### config.mk
export PLATFORM = sky130hd
export DESIGN_NAME = register_scoreboard
export DESIGN_NICKNAME = d
export VERILOG_FILES = /design/src/rtl/simple_pkg.sv /design/src/rtl/sb_stage.sv /design/src/rtl/register_scoreboard.sv
export SDC_FILE = /design/constraint.sdc
export NUM_CORES = 1
export LEC_CHECK = 0
export CAP_MARGIN = 10
export CORE_UTILIZATION = 38
export CTS_CLUSTER_SIZE = 10
export DETAILED_ROUTE_END_ITERATION = 7
export GPL_TIMING_DRIVEN = 0
export HOLD_SLACK_MARGIN = 0.1
export PLACE_DENSITY = 0.89
export SETUP_SLACK_MARGIN = 0.4
export SLEW_MARGIN = 20
export SYNTH_ARGS = -nofsm -noshare
export SYNTH_HDL_FRONTEND = slang
export SYNTH_SLANG_ARGS = --single-unit
### constraint.sdc
create_clock -name clk -period 2.2 [get_ports clk]
set_clock_uncertainty 0.15 [all_clocks]
set_input_delay 0.66 -clock clk [delete_from_list [all_inputs] [get_ports clk]]
set_output_delay 0.66 -clock clk [all_outputs]
set_load 0.02 [all_outputs]
### src/rtl/simple_pkg.sv
// -----------------------------------------------------------------------------
// simple_pkg
// Shared types and constants for the SIMPLE pipeline register scoreboard.
//   ADR_W          register address width
//   sb_entry_t     one in-flight writer: {valid, adr, is_load}
//   SB_VALID..     register_invalid codes consumed by the ID-stage controller
//   sb_hit()       true when an entry is a valid writer of a given register
// -----------------------------------------------------------------------------
package simple_pkg;

    localparam int unsigned ADR_W = 3;

    typedef struct packed {
        logic             valid;
        logic [ADR_W-1:0] adr;
        logic             is_load;
    } sb_entry_t;

    localparam sb_entry_t SB_ENTRY_EMPTY = '0;

    // register_invalid codes
    localparam logic [2:0] SB_VALID   = 3'd0;  // register file value is usable
    localparam logic [2:0] SB_STALL   = 3'd1;  // data not available yet
    localparam logic [2:0] SB_FWD_EX  = 3'd2;  // forward from EX result
    localparam logic [2:0] SB_FWD_MEM = 3'd3;  // forward from MEM result

    function automatic logic sb_hit(input sb_entry_t e, input logic [ADR_W-1:0] adr);
        return e.valid && (e.adr == adr);
    endfunction

endpackage

### src/rtl/sb_stage.sv
// -----------------------------------------------------------------------------
// sb_stage
// One scoreboard pipeline entry. Flush clears the entry and beats enable, so a
// flush lands even while the stage is held.
// Ports:
//   clk       rising-edge clock
//   rst_n     asynchronous active-low reset (entry becomes invalid)
//   i_en      load i_entry on the next edge
//   i_flush   invalidate the entry on the next edge (priority over i_en)
//   i_entry   upstream entry
//   o_entry   registered entry
// -----------------------------------------------------------------------------
module sb_stage
    import simple_pkg::*;
(
    input  logic      clk,
    input  logic      rst_n,
    input  logic      i_en,
    input  logic      i_flush,
    input  sb_entry_t i_entry,
    output sb_entry_t o_entry
);

    sb_entry_t r_entry;

    always_ff @(posedge clk or negedge rst_n) begin
        if (!rst_n) begin
            r_entry <= SB_ENTRY_EMPTY;
        end else if (i_flush) begin
            r_entry <= SB_ENTRY_EMPTY;
        end else if (i_en) begin
            r_entry <= i_entry;
        end
    end

    assign o_entry = r_entry;

endmodule

### src/rtl/register_scoreboard.sv
// -----------------------------------------------------------------------------
// register_scoreboard
// Tracks the register writers sitting in EX, MEM and WB and reports, per
// architectural register, whether the ID stage may read it, must stall, or
// must forward from EX/MEM.
//
// Build option:
//   SB_FORWARD_EN  defined   : codes 0..3 (EX/MEM forwarding paths exist)
//                  undefined : any EX/MEM writer stalls; codes 2/3 never appear
//
// Parameters:
//   NUM_REGS   registers tracked (register 0 is ordinary, not hard-wired)
//   WB_BYPASS  1: write-first register file, WB writer reads as valid
//
// Ports:
//   clk, rst_n                clock, asynchronous active-low reset
//   regwrite_cur              ID instr writes a register and advances into EX
//   wr_adr_id                 destination of the ID instr
//   from_main_mem_id          ID instr is a load
//   en_*/flush_*              per-stage enable and flush (flush wins)
//   register_invalid[r]       hazard/forwarding code for register r
//   inflight_cnt              valid writers in EX+MEM+WB (0..3)
// -----------------------------------------------------------------------------
module register_scoreboard
    import simple_pkg::*;
#(
    parameter int unsigned NUM_REGS  = 8,
    parameter bit          WB_BYPASS = 1'b1
) (
    input  logic                      clk,
    input  logic                      rst_n,
    input  logic                      regwrite_cur,
    input  logic [ADR_W-1:0]          wr_adr_id,
    input  logic                      from_main_mem_id,
    input  logic                      en_idex,
    input  logic                      flush_idex,
    input  logic                      en_exmem,
    input  logic                      flush_exmem,
    input  logic                      en_memwb,
    input  logic                      flush_memwb,
    output logic [NUM_REGS-1:0][2:0]  register_invalid,
    output logic [1:0]                inflight_cnt
);

    sb_entry_t w_id;
    sb_entry_t w_ex;
    sb_entry_t w_mem;
    sb_entry_t w_wb;

    always_comb begin
        w_id         = SB_ENTRY_EMPTY;
        w_id.valid   = regwrite_cur;
        w_id.adr     = wr_adr_id;
        w_id.is_load = from_main_mem_id;
    end

    sb_stage u_ex (
        .clk     (clk),
        .rst_n   (rst_n),
        .i_en    (en_idex),
        .i_flush (flush_idex),
        .i_entry (w_id),
        .o_entry (w_ex)
    );

    sb_stage u_mem (
        .clk     (clk),
        .rst_n   (rst_n),
        .i_en    (en_exmem),
        .i_flush (flush_exmem),
        .i_entry (w_ex),
        .o_entry (w_mem)
    );

    sb_stage u_wb (
        .clk     (clk),
        .rst_n   (rst_n),
        .i_en    (en_memwb),
        .i_flush (flush_memwb),
        .i_entry (w_mem),
        .o_entry (w_wb)
    );

    // Load data is available once the load reaches MEM, so only the EX copy
    // of is_load matters (and only with forwarding).
    logic w_unused_is_load;
    assign w_unused_is_load = ^{w_ex.is_load, w_mem.is_load, w_wb.is_load};

    localparam logic [2:0] WbCode = WB_BYPASS ? SB_VALID : SB_STALL;

    // Youngest matching writer decides: EX, then MEM, then WB.
    always_comb begin
        register_invalid = '0;
        for (int unsigned r = 0; r < NUM_REGS; r++) begin
            if (sb_hit(w_ex, ADR_W'(r))) begin
`ifdef SB_FORWARD_EN
                register_invalid[r] = w_ex.is_load ? SB_STALL : SB_FWD_EX;
`else
                register_invalid[r] = SB_STALL;
`endif
            end else if (sb_hit(w_mem, ADR_W'(r))) begin
`ifdef SB_FORWARD_EN
                register_invalid[r] = SB_FWD_MEM;
`else
                register_invalid[r] = SB_STALL;
`endif
            end else if (sb_hit(w_wb, ADR_W'(r))) begin
                register_invalid[r] = WbCode;
            end else begin
                register_invalid[r] = SB_VALID;
            end
        end
    end

    assign inflight_cnt = 2'(w_ex.valid) + 2'(w_mem.valid) + 2'(w_wb.valid);

endmodule

# Word level (Yosys, flattened, before mapping)
# Cells that the tools add are included.
[word_totals]
ff_bits = 11
inputBits = 13
output_inout_bits = 26
[op_classes]
n_addsub = 2
eq_ne = 14
n_mux = 22
n_reduce_logical = 21
[ops]
columns = ["cell", "count"]
rows = [
  ["5-bit two-way mux", 6],
  ["3-bit equality test, second input constant", 8],
  ["1-bit logical AND", 16],
  ["1-bit two-way mux", 16],
  ["3-bit by 2-bit equality test with 1-bit output, second input constant", 4],
  ["3-bit by 1-bit equality test with 1-bit output, second input constant", 2],
  ["3-bit logical NOT", 2],
  ["2-bit nonzero test", 3],
  ["1-bit by 1-bit adder with 2-bit output", 1],
  ["2-bit by 1-bit adder with 2-bit output", 1],
]

# Longest topological paths before layout
# Gate-level depths: netlist (run 1).
[depth]
depth_word = 4
ltp_mapped = 3
ltp_nobuf = 2

# By module
# A second synthesis (run 1) with hierarchy kept.
[unflattened]
hier_cells = 85
hier_area_um2 = 880.8
[modules_own_cells]
columns = ["mod", "instances", "cells_each", "area_each_um2", "seq_area_each_um2"]
rows = [
  ["sb_stage", 3, 16, 205.2, 125.1],
  ["register_scoreboard", 1, 37, 265.3, 0.0],
]

# Least setup slack after synthesis (run 1)
# OpenSTA, ideal clock, no wires.
[synth_timing]
kind = "flip-flop to output port"
from = "reg u_ex.r_entry (netlist bit u_ex.o_entry[4])"
to = "out inflight_cnt[0]"
arrival_ns = 1.062
required_ns = 1.390
path_slack_ns = 0.328
path_stages_with_launch = 2
path_buffers = 0
cell_sequence = "dfrtp_1 fa_1"
[synth_between]
elab_chain_cells = 2
[synth_lines]
columns = ["item", "line_no", "rtl"]
rows = [
  ["from (decl)", "sb_stage.sv:24", "sb_entry_t r_entry;"],
  ["from (signal assigned)", "sb_stage.sv:32", "r_entry <= i_entry;"],
  ["1-bit by 1-bit adder with 2-bit output", "register_scoreboard.sv:115", "assign inflight_cnt = 2'(w_ex.valid) + 2'(w_mem.valid) + 2'(w_wb.valid);"],
  ["2-bit by 1-bit adder with 2-bit output", "register_scoreboard.sv:115", ""],
  ["to (decl)", "register_scoreboard.sv:42", "output logic [1:0] inflight_cnt"],
]
# No other way between the ends.

# Worst setup path in the final report (run 1)
[layout_timing]
from = "reg u_wb.r_entry (netlist bit u_wb.o_entry[4])"
to = "out inflight_cnt[0]"
[layout_between]
elab_chain_cells = 1
[layout_lines]
columns = ["item", "line_no"]
rows = [
  ["from (decl)", "sb_stage.sv:24"],
  ["from (signal assigned)", "sb_stage.sv:32"],
  ["2-bit by 1-bit adder with 2-bit output", "register_scoreboard.sv:115"],
]
# No other way between the ends.

==> results.json, run 1 <==
{
  "timing_limited_maximum_frequency_ghz": 0.465,
  "hold_start": "u_wb.o_entry[4]",
  "synth_cell_types": 12,
  "worst_path_max_delay_cell": "sky130_fd_sc_hd__fa_2",
  "detail_route.first_pass.iterations": 2,
  "n_antenna_cell": 0,
  "gate_count_after_technology_mapping": 66,
  "synthToLayoutAreaGrowth_pct": 87.5,
  "clk_transition_reported_paths_ns": 0.06,
  "latest_clock_arrival_within_the_worst_skew_pair_ns": 0.25,
  "layout.filler_cells": 99,
  "cts_max_path_buffers": 2,
  "die_height_um": 42.8,
  "worst-endpoint-required_ns": 1.39,
  "synth-edff-count": 0,
  "final_layout_size_suffix_gt1_share_pct": 58.1,
  "master_cell_of_the_clock_root_buffer": "sky130_fd_sc_hd__clkbuf_4",
  "timing.final.setup_violations": 0,
  "cts_tree": "yes",
  "yosys_register_bits": 9,
  "timing.rr.start": "u_mem.o_entry[4]",
  "post_drt_via_cell_ratio": 4.57,
  "drt_drc_violations_left": 0,
  "number_of_global_route_vias_before_repair": 543,
  "critPathTopFamily": "adder cells",
  "tritoncts.num_buffers": 3,
  "critPathLaunchType": "flop",
  "io_pins": 39,
  "min_to": "u_wb.o_entry[4]",
  "placedCellCount": 116,
  "worstPathBufferInverterCount": 1,
  "finalHoldViolCount": 0,
  "switchingPower_mw": 0.137,
  "synth_area_per_cell_um2": 9.57,
  "rr_worst_depth": 4,
  "placed_area_um2": 901,
  "synth-warning-count": 0,
  "grt_start_max_net_pins": 10,
  "cpPeakStageDelay_ns": 0.57,
  "max_cap_viol_count": 0,
  "worst_setup_path_end_kind": "output port",
  "final_nets": 132,
  "ant_nets": 0,
  "global_route.usage.total_pct": 17.2,
  "biggest_fanout_along_the_worst_timing_path": 2,
  "global_route_wire_length_before_repair_um": 2350,
  "combinationalPowerShare_pct": 33.6,
  "die_w_um": 42.8,
  "netlist.top_cell.by_area": "sky130_fd_sc_hd__dfrtp_1",
  "final_instance_area_um2": 1180,
  "numPortBuffers": 19,
  "ir_worst_vdd_v": 0.000382,
  "detail_route.iter0.violations": 5,
  "finalWeightedCongestion": 0.831,
  "initial_utilization_pct": 41.5,
  "synth.yosys.seq_area_share_pct": 35.6,
  "hold_path.class": "flop to flop",
  "number_of_max_slew_violations_in_the_final_report": 0,
  "synthTopCellsByArea": "sky130_fd_sc_hd__dfrtp_1 36%, sky130_fd_sc_hd__buf_4 19%, sky130_fd_sc_hd__mux2i_1 14%",
  "cts_max_level": 1,
  "post_drt_wl_per_cell_um": 12.4,
  "power_frac_clock_pct": 26.4,
  "postRouteWirelength_um": 1640,
  "p_per_area_nw_per_um2": 389,
  "whs_path_depth": 2,
  "ys_dominant_reg_cell": "sky130_fd_sc_hd__dfrtp_1",
  "cts_num_sinks": 9,
  "finalWorstPathRequiredPeriod_ns": 2.15,
  "placementRows": 14,
  "min_period_over_period_pct": 97.8,
  "dieArea_um2": 1830,
  "internal-power_mw": 0.324,
  "grt_overflow_total": 0,
  "leak_nw": 0.602,
  "crit_path_cell_trace": "fa_2 > buf_6",
  "worstSetupPathDepth": 2,
  "synth_area_um2": 632,
  "netlist.area_leader.share_pct": 35.6,
  "stdcell_count": 133,
  "sequentialPowerShare_pct": 40.0,
  "grt_setup_unrepaired": "true",
  "route.vias.total": 608,
  "cts.hold.buffers_added": 0,
  "reg2reg_setup_slack_ns": 1.06,
  "run_status": "finished clean",
  "cp.arrival_ns": 1.34,
  "antenna_found_initial": 0,
  "dpl_hpwl_um": 980,
  "async_flop_share_pct": 100,
  "coreArea_um2": 1520,
  "timing.rr.end": "u_mem.o_entry[4]",
  "setup-tns-final_ns": 0,
  "post-synth-top-count-cell": "sky130_fd_sc_hd__buf_4",
  "switching_share_pct": 29.8,
  "crit_type": "flop to output port",
  "netlist_top_cells_count": "16 x sky130_fd_sc_hd__buf_4, 9 x sky130_fd_sc_hd__dfrtp_1, 9 x sky130_fd_sc_hd__mux2i_1, 9 x sky130_fd_sc_hd__nor2_1"
}
flip-flops by register name (all words and copies together) (netlist names):
name and count:
u_wb.o_entry 1, u_mem.o_entry 4, u_ex.o_entry 4
power by group through the flow:
stage	Sequential (mW)	Clock [mW]	Combinational, mW
finish	0.184	0.122	0.155
global route	0.185	0.137	0.165
CTS	0.181	0.126	0.129
detailed placement	0.185	0	0.114
global placement	0.185	0	0.112
floorplan	0.182	0	0.0823
cell type report:
| class | instances | area (um2) | area share [%] |
|---|---|---|---|
| multi-input combinational | 54 | 465 | 39.3 |
| timing repair buffer | 32 | 312 | 26.3 |
| sequential | 9 | 231 | 19.5 |
| buffer | 18 | 130 | 11.0 |
| clock buffer | 4 | 26.3 | 2.22 |
| tap | 16 | 20.0 | 1.69 |
worst reg2reg max path: cells and delay by family (launching register included):
kind / cells / cell delay [ns]
buf+inv: 2 / 0.26
mux: 1 / 0.11
flops: 1 / 0.44
simple gates: 1 / 0.06
repair_timing:
action | 4_1_cts | 5_1_grt
buffers inserted | 8 | 5
gates cloned | 0 | 0
resized for setup | 60 | 30
endpoints found under the setup margin | 10 | 10
pin swaps | 1 | 4
kinds of logic (layout without fill, tap and decap cells):
| kind of cell | Yosys count | count (layout) | share of synthesized area [%] |
|---|---|---|---|
| simple gates | 20 | 20 | 14.7 |
| buf+inv | 18 | 54 | 20.6 |
| mux | 9 | 9 | 14.3 |
| flops | 9 | 9 | 35.6 |
| compound gates | 8 | 8 | 11.1 |
| fa+ha+maj | 1 | 1 | 3.17 |
| other cells | 1 | 16 | 0.593 |
metal layers:
layer | global-route usage [%] | vias up | wire [um]
li1 | - | 295 | -
met2 | 32.1 | 29 | 934
met4 | 8.75 | 0 | 36
met1 | 18.1 | 280 | 568
met3 | 2.55 | 4 | 104
met5 | 0 | - | 0
cells in the final DEF (no fill, tap or decap):
master and count:
sky130_fd_sc_hd__o22ai_4 3, sky130_fd_sc_hd__nand2_4 3, sky130_fd_sc_hd__nand2b_4 6, sky130_fd_sc_hd__clkdlybuf4s50_1 9
sky130_fd_sc_hd__conb_1 16, sky130_fd_sc_hd__buf_4 26, sky130_fd_sc_hd__fa_2 1, sky130_fd_sc_hd__mux2i_1 9
sky130_fd_sc_hd__or2_1 1, sky130_fd_sc_hd__clkbuf_2 2, sky130_fd_sc_hd__dfrtp_2 5, sky130_fd_sc_hd__nand2_2 1
sky130_fd_sc_hd__dfrtp_1 4, sky130_fd_sc_hd__o32ai_2 2, sky130_fd_sc_hd__buf_6 13, sky130_fd_sc_hd__clkbuf_4 3
sky130_fd_sc_hd__clkbuf_1 1, sky130_fd_sc_hd__o22ai_2 3, sky130_fd_sc_hd__nor2_1 9
stage by stage:
step / power [mW] / setup WS [ns] / util (%) / hold WS, ns
after global placement: 0.296 / -0.162 / 59.1 / 0.373
after detailed placement: 0.299 / -0.172 / 59.1 / 0.386
after global routing: 0.487 / 0.0157 / 77.8 / 0.507
after CTS: 0.436 / 0.0381 / 65.6 / 0.400
final: 0.461 / 0.0494 / 77.8 / 0.458
after floorplan: 0.265 / 0.376 / - / 0.214
how the worst max path moves through the flow:
stage | from | endpoint | slack [ns]
finish | u_wb.o_entry[4] | inflight_cnt[0] | 0.05
global route | u_wb.o_entry[4] | inflight_cnt[0] | 0.02
CTS | u_wb.o_entry[4] | inflight_cnt[0] | 0.04
detailed placement | u_mem.o_entry[4] | inflight_cnt[0] | -0.17
global placement | u_mem.o_entry[4] | inflight_cnt[0] | -0.16
floorplan | u_mem.o_entry[4] | inflight_cnt[0] | 0.38
No activity file was read; power rests on OpenSTA's default activity.
==> inputs of run 2 (changes only) <==
--- a/config.mk
+++ b/config.mk
@@ -9,11 +9,12 @@
 export CORE_UTILIZATION = 38
 export CTS_CLUSTER_SIZE = 10
 export DETAILED_ROUTE_END_ITERATION = 7
+export GPL_ROUTABILITY_DRIVEN = 0
 export GPL_TIMING_DRIVEN = 0
 export HOLD_SLACK_MARGIN = 0.1
 export PLACE_DENSITY = 0.89
 export SETUP_SLACK_MARGIN = 0.4
-export SLEW_MARGIN = 20
+export SLEW_MARGIN = 0
 export SYNTH_ARGS = -nofsm -noshare
 export SYNTH_HDL_FRONTEND = slang
 export SYNTH_SLANG_ARGS = --single-unit
==> results of run 2 <==
Final layout, timing and power as in run 1 (identical DEF).
